**src/rtl/vec_operand_loader.sv**
```systemverilog
// vec_operand_loader: packs a serial (x,k) element stream into C-lane operand
// vectors, drives the vector MAC PE, waits for its result pulse and hands the
// truncated dot product to the consumer over a valid/ready handshake.
module vec_operand_loader #(
    parameter int C       = 8,
    parameter int W_X     = 8,
    parameter int W_K     = 8,
    parameter int TIMEOUT = 16
) (
    input  logic               clk,
    input  logic               rst_n,
    input  logic               in_valid,
    output logic               in_ready,
    input  logic [W_X-1:0]     in_x,
    input  logic [W_K-1:0]     in_k,
    input  logic               in_last,
    output logic               mul_enable,
    output logic [C*W_K-1:0]   mul_k,
    output logic [C*W_X-1:0]   mul_x,
    input  logic               mul_v_valid,
    input  logic [W_X-1:0]     mul_y,
    output logic               res_valid,
    input  logic               res_ready,
    output logic [W_X-1:0]     res_data,
    output logic               err_timeout
);

    localparam int CW = (C > 1) ? $clog2(C) : 1;
    localparam int TW = $clog2(TIMEOUT);

    typedef enum logic [1:0] {
        S_FILL,
        S_WAIT,
        S_DRAIN
    } state_t;

    state_t           state_q, state_d;
    logic [CW-1:0]    cnt_q, cnt_d;
    logic [TW-1:0]    wcnt_q, wcnt_d;
    logic [W_X-1:0]   x_q [C];
    logic [W_X-1:0]   x_d [C];
    logic [W_K-1:0]   k_q [C];
    logic [W_K-1:0]   k_d [C];
    logic [W_X-1:0]   res_q, res_d;
    logic             err_q, err_d;
    logic             in_ready_q, in_ready_d;

    logic             accept;
    logic             last_beat;
    logic             wait_expired;

    assign accept       = (state_q == S_FILL) && in_valid && in_ready_q;
    assign last_beat    = accept && ((cnt_q == CW'(C - 1)) || in_last);
    assign wait_expired = (wcnt_q == TW'(TIMEOUT - 1));

    // State register.
    always_ff @(posedge clk or negedge rst_n) begin
        if (!rst_n) begin
            state_q <= S_FILL;
        end else begin
            state_q <= state_d;
        end
    end

    // Next-state: fill until full/last, wait for PE or timeout, drain to consumer.
    always_comb begin
        state_d = state_q;
        unique case (state_q)
            S_FILL:  if (last_beat) state_d = S_WAIT;
            S_WAIT:  if (mul_v_valid || wait_expired) state_d = S_DRAIN;
            S_DRAIN: if (res_ready) state_d = S_FILL;
            default: state_d = S_FILL;
        endcase
    end

    // Handshake outputs decoded from registered state only.
    always_comb begin
        mul_enable  = (state_q == S_WAIT);
        res_valid   = (state_q == S_DRAIN);
        in_ready    = in_ready_q;
        res_data    = res_q;
        err_timeout = err_q;
    end

    // Datapath next values: lane writes, wait counter, result capture, sticky error.
    always_comb begin
        x_d    = x_q;
        k_d    = k_q;
        cnt_d  = cnt_q;
        wcnt_d = '0;
        res_d  = res_q;
        err_d  = err_q;
        unique case (state_q)
            S_FILL: begin
                if (accept) begin
                    x_d[cnt_q] = in_x;
                    k_d[cnt_q] = in_k;
                    cnt_d      = last_beat ? '0 : cnt_q + CW'(1);
                end
            end
            S_WAIT: begin
                wcnt_d = wcnt_q + TW'(1);
                if (mul_v_valid) begin
                    res_d = mul_y;
                end else if (wait_expired) begin
                    res_d = '0;
                    err_d = 1'b1;
                end
            end
            S_DRAIN: begin
                if (res_ready) begin
                    x_d   = '{default: '0};
                    k_d   = '{default: '0};
                    cnt_d = '0;
                end
            end
            default: ;
        endcase
        // in_ready follows the next state so it is registered yet aligned with FILL.
        in_ready_d = (state_d == S_FILL);
    end

    // Datapath registers.
    always_ff @(posedge clk or negedge rst_n) begin
        if (!rst_n) begin
            x_q        <= '{default: '0};
            k_q        <= '{default: '0};
            cnt_q      <= '0;
            wcnt_q     <= '0;
            res_q      <= '0;
            err_q      <= 1'b0;
            in_ready_q <= 1'b0;
        end else begin
            x_q        <= x_d;
            k_q        <= k_d;
            cnt_q      <= cnt_d;
            wcnt_q     <= wcnt_d;
            res_q      <= res_d;
            err_q      <= err_d;
            in_ready_q <= in_ready_d;
        end
    end

    // Pack lanes onto the PE buses, lane 0 in the least significant slot.
    always_comb begin
        mul_x = '0;
        mul_k = '0;
        for (int unsigned i = 0; i < C; i++) begin
            mul_x[i*W_X +: W_X] = x_q[i];
            mul_k[i*W_K +: W_K] = k_q[i];
        end
    end

endmodule

```
**config.mk**
```make
export PLATFORM = sky130hd
export DESIGN_NAME = vec_operand_loader
export DESIGN_NICKNAME = d
export VERILOG_FILES = /design/src/rtl/vec_operand_loader.sv
export SDC_FILE = /design/constraint.sdc
export NUM_CORES = 1
export LEC_CHECK = 0
export ABC_AREA = 1
export BUFFER_PORTS_ARGS = -buffer_cell sky130_fd_sc_hd__buf_2
export CAP_MARGIN = 0
export CORE_UTILIZATION = 34
export CTS_CLUSTER_DIAMETER = 100
export DETAILED_ROUTE_END_ITERATION = 10
export PLACE_DENSITY_LB_ADDON = 0.25
export SLEW_MARGIN = 10
export SYNTH_ARGS = -nofsm -noshare
export SYNTH_HDL_FRONTEND = slang
export SYNTH_SLANG_ARGS = --single-unit
```
**constraint.sdc**
```tcl
create_clock -name clk -period 1.3 [get_ports clk]
set_clock_uncertainty 0.1 [all_clocks]
set_input_delay 0.065 -clock clk [delete_from_list [all_inputs] [get_ports clk]]
set_output_delay 0.065 -clock clk [all_outputs]
set_load 0.01 [all_outputs]
```
### Word level (Yosys, flattened, before mapping)

Cells that the tools add are included.

* bits in registers: 147
* bits of input ports: 30
* output and inout port bits: 140
* word-level logic and storage cells: 67

* add/sub/neg operators: 2
* order comparisons: 2
* equality and inequality tests: 6
* multiplexer cells: 20
* bitwise gates (word level): 2
* reduce and logical (&&, ||, !) cells: 13

Operators with widths (number)
* $pmux W64 S2: 2
* $mux W64: 3
* $bwmux W64: 2
* $demux W8 S3: 1
* $mux W8: 3
* $mux W3: 3
* $mux W2: 3
* $pmux W2 S3: 1
* $pmux W3 S2: 1
* $reduce_and A3 Y1: 2
* $add A4 B1 Y4 const B: 1
* $eq A4 B4 Y1 const B: 1
* $ge A4 B4 Y1 const B: 1
* $logic_and A1 B1 Y1: 4
* $logic_not A2 Y1: 2
* $lt A4 B1 Y1 const B: 1
* $mux W4: 1
* $not A3 Y4: 1
* $reduce_bool A2 Y1: 2
* $add A3 B1 Y3 const B: 1
* $eq A3 B3 Y1 const B: 1
* $eq A2 B1 Y1 const B: 1
* $eq A2 B2 Y1 const B: 1
* $logic_or A1 B1 Y1: 2
* 4 further kinds: 4

### Longest topological paths before layout

* word-level depth: 8
* mapped depth: 9
* depth with buffers taken out: 9

### Least setup slack after synthesis

Ideal clock, no wire load.

* kind: register to register
* from: reg state_q[1]
* to: reg k_q, in the netlist mul_k[0]
* setup time: 0.117 ns
* data arrival time: 1.172 ns
* required time: 1.083 ns
* slack: -0.089 ns
* cell stages (with the launch flop): 8
* buffers on the path: 1
* period minus slack after synthesis: 1.389 ns
* cells stage by stage: dfrtp_1 -> nor2_1 -> nand2_1 -> nand2_2 -> nand2_1 -> buf_4 -> nand2_1 -> nand2_1

* cells in the longest elaborated chain, start to end: 5
* elaborated cells between the ends (all ways): 9
* classes of those cells: eq/ne: 3; mux: 1; reduce/logical: 5

RTL lines
* from (decl): RTL line 37 `state_t state_q, state_d;`
* from (signal assigned): RTL line 61 `state_q <= state_d;`
* $logic_not A2 Y1: RTL line 52, 93
* $logic_and A1 B1 Y1 (2 in a row): RTL line 52 `assign accept = (state_q == S_FILL) && in_valid && in_ready_q;`
* $ne A2 B2 Y1 (no source line)
* $reduce_and A3 Y1 (no source line)
* to (signal assigned): RTL line 135 `k_q <= k_d;`
* to (decl): RTL line 42 `logic [W_K-1:0] k_q [C];`

Several ways; a longest one is shown, not always the timed one.
A chain may end at the register's enable or synchronous reset.

### Final worst setup path

* from: reg state_q[0]
* to: reg x_q, in the netlist mul_x[35]

* cells in the longest elaborated chain, start to end: 5
* elaborated cells between the ends (all ways): 9
* classes of those cells: eq/ne: 3; mux: 1; reduce/logical: 5

RTL lines
* $logic_not A2 Y1: RTL line 52, 93
* $logic_and A1 B1 Y1 (2 in a row): RTL line 52
* $ne A2 B2 Y1 (no source line)
* $reduce_and A3 Y1 (no source line)
* to (signal assigned): RTL line 126 `x_q <= '{default: '0};`
* to (signal assigned): RTL line 134 `x_q <= x_d;`
* to (decl): RTL line 40 `logic [W_X-1:0] x_q [C];`

Several ways; a longest one is shown, not always the timed one.

==> metrics.md <==
| Metric | Value |
|---|---|
| Post-synthesis cell count | `711` |
| GRT busiest layer | `met2` |
| Synthesized flop and latch total | `147` |
| Warnings, synthesis | `0` |
| Grt ovf | `0` |
| Crit path kind | `register to register` |
| Area delta synth->final | `50.7%` |
| Pwr Total | `22.8 mW` |
| Initial antenna violation count | `0` |
| Reg2reg start | `state_q[0]` |
| Crit-path cells | `buf_4 > nor2_4 > nand2_8 > clkinv_8 > bufbuf_16 > nand3_1 > nand2_1` |
| Critical path peak fanout | `15` |
| Top cell type's share of synthesized area | `59.6%` |
| Top cells by area, synth | `dfrtp_1, nand2_1, nand3_1` |
| M3 GR Usage | `5.19%` |
| Startpoint types | `register` |
| Die width | `137 µm` |
| TritonCTS Sinks | `147` |
| Fin crit share | `121%` |
| Multi-input gate area | `2480 µm²` |
| Failing checks | `hold timing, setup timing` |
| Clock Path Buffers | `2` |
| Post-Syn Area | `6170 µm²` |
| NetSw | `8.94 mW` |
| Port buffer count | `169` |
| Sequential share of the synthesized area | `59.6%` |
| Switching Fraction | `39.2%` |
| Fill cell count | `1647` |
| Slew HR | `62.3%` |
| Logic pwr share | `43.6%` |
| Post-Place Cells | `1125` |
| Hold Violations, Final | `27` |
| Most common cell after layout, fill and taps aside | `nand2_1` |
| Final Core Density | `53.1%` |
| Initial DRC count | `417` |
| Routing usage on met2 | `34.1%` |
| Row Count | `48` |
| Commonest non-fill, non-tap cells in the layout | `nand2_1, buf_2, dfrtp_1` |
| Post-synth cell types | `18` |
| Reg clk slew, reported paths | `0.06 ns` |
| Buf/Inv on CP | `3` |
| RR Endpoint | `mul_x[35]` |
| Hold Slack | `-0.0190 ns` |
| Global-route met1 utilization | `29.7%` |
| CP peak stage delay | `0.40 ns` |
| Post-layout nets | `991` |
| Layout cells sized above 1 | `36.5%` |
| Mean Syn Cell Area | `8.68 µm²` |
| Min cycle time layout | `1.58 ns` |
| Avg WL per Cell | `16.6 µm` |
| Clk_lat worst skew | `0.42 ns` |
| Maximum VDD drop | `0.00112 V` |
| Routed vias/inst | `4.79` |
| Max-cap violations | `0` |
| CP arrival | `1.83 ns` |
| Hpwl dp | `12.7 mm` |
| LEAKAGE | `5.34 nW` |
| Antenna cells | `0` |
| Worst setup EP type | `register` |
| CTS tree | `built` |
| CORE AREA | `17500 µm²` |
| Finish-stage setup viols | `148` |
| DRC | `0` |
| Starting Density | `35.2%` |
| Register-to-register setup slack | `-0.28 ns` |
| # H-tree levels | `4` |
| IO Count | `170` |
| Measured slew at the worst slew-check pin | `0.564 ns` |
| Max-slew violations | `0` |
| Storage element area | `3680 µm²` |
| Die Y | `137 µm` |
| Crit-path slowest cell | `dfrtp_1` |
| Post-route ant nets | `0` |
| FMAX | `635 MHz` |
| Pre-antenna DRT Iters | `5` |
| DR vias | `5728` |
| Area leader, netlist | `dfrtp_1` |
| Worst Hold Class | `input pin to asynchronous set/reset pin` |
| Non-Filler Instances | `1196` |
| Gpl congestion | `0.773` |
| Syn Nets | `744` |
| Total Wirelength | `19.9 mm` |
| Delay-heaviest family, CP | `buffers and inverters` |
| Outcome | `finished, violations left` |
| Setup TNS | `-33.54 ns` |
| Worst setup margin | `-0.275 ns` |
| Int Pwr | `13.9 mW` |
| CTS buffer count | `17` |
| Share of power burned in registers | `33.1%` |
| Vias in the first global route | `5524` |
| Power per Cell Area | `2450 nW/µm²` |
| Reg2reg path depth | `7` |
| Largest net degree at the start of global routing | `42` |
| Clock Power Share | `23.3%` |
| RSZ-0062 raised after global routing | `true` |
| First-pass GRT wire length | `30.1 mm` |
| CTS root buf | `clkbuf_16` |
| GRT Total Usage | `21.5%` |
| Die area | `18700 µm²` |
| Worst path required time | `1.55 ns` |
-- per-stage QoR --
stage	area, µm²	setup WS [ns]
floorplan	6220	-0.0314
global placement	7840	-0.349
detailed placement	7840	-0.343
CTS	8910	-0.289
global route	9300	-0.349
finish	9300	-0.275
-- synthesized netlist by cell type (all sizes together) --
master / number
a21oi: 5
a31o: 1
buf: 33
clkbuf: 1
dfrtp: 147
ha: 3
inv: 41
nand2: 306
nand3: 147
nor2: 22
o21ai: 4
or2: 1
-- repair_timing --
item	in CTS	in global routing
pin swaps	2	9
resized for setup	35	72
hold buffers	17	2
setup endpoints to repair	145	149
cloned	2	5
endpoints found under the hold margin	199	12
setup buffers	9	5
-- registers in the layout, indices dropped and copies added, names as in the netlist --
signal,count
mul_k,64
err_timeout,1
state_q,2
cnt_q,3
wcnt_q,4
res_data,8
in_ready,1
mul_x,64
-- worst reg2reg max path: cells and delay by family, from the launching register on --
kind	cells	cell delay (ns)
buffers and inverters	3	0.57
and+or+nand+nor	4	0.44
DFF	1	0.40
-- power by group through the flow --
stage	Combinational [mW]	Clock [mW]	Sequential (mW)
floorplan	3.58	0	8.16
global placement	8.33	0	7.58
detailed placement	8.46	0	7.54
CTS	9.18	5.40	7.50
global route	10.9	5.61	7.76
finish	9.95	5.31	7.56
-- worst max path at each step --
| stage | startpoint | to | slack, ns | cells after the start |
|---|---|---|---|---|
| 2_1_floorplan | state_q[1] | mul_k[0] | -0.03 | 7 |
| 3_3_place_gp | state_q[0] | mul_k[28] | -0.35 | 7 |
| 3_5_place_dp | state_q[1] | mul_x[31] | -0.34 | 7 |
| 4_1_cts | state_q[1] | mul_enable | -0.29 | 6 |
| 5_1_grt | state_q[0] | mul_x[33] | -0.35 | 7 |
| 6_report | state_q[0] | mul_x[35] | -0.28 | 7 |
-- cell type report --
| type | count | area share [%] |
|---|---|---|
| Tap cell | 225 | 3.03 |
| Multi-Input combinational cell | 492 | 26.6 |
| Sequential cell | 147 | 39.5 |
| Clock inverter | 14 | 2.15 |
| Inverter | 41 | 1.90 |
| Timing Repair Buffer | 259 | 22.0 |
| Clock buffer | 18 | 4.72 |
-- metal layers --
metal  wire length, µm  vias up
li1                  -     2769
met1              9180     2745
met2              9320      202
met3              1190       12
met4               173        0
met5                 0        -
-- cell families after synthesis --
family	synth area share [%]
compound gates	0.932
fa+ha+maj	0.608
buf+inv	6.16
flops	59.6
simple gates	32.7
Note: power is estimated with default switching activity, not from simulation.
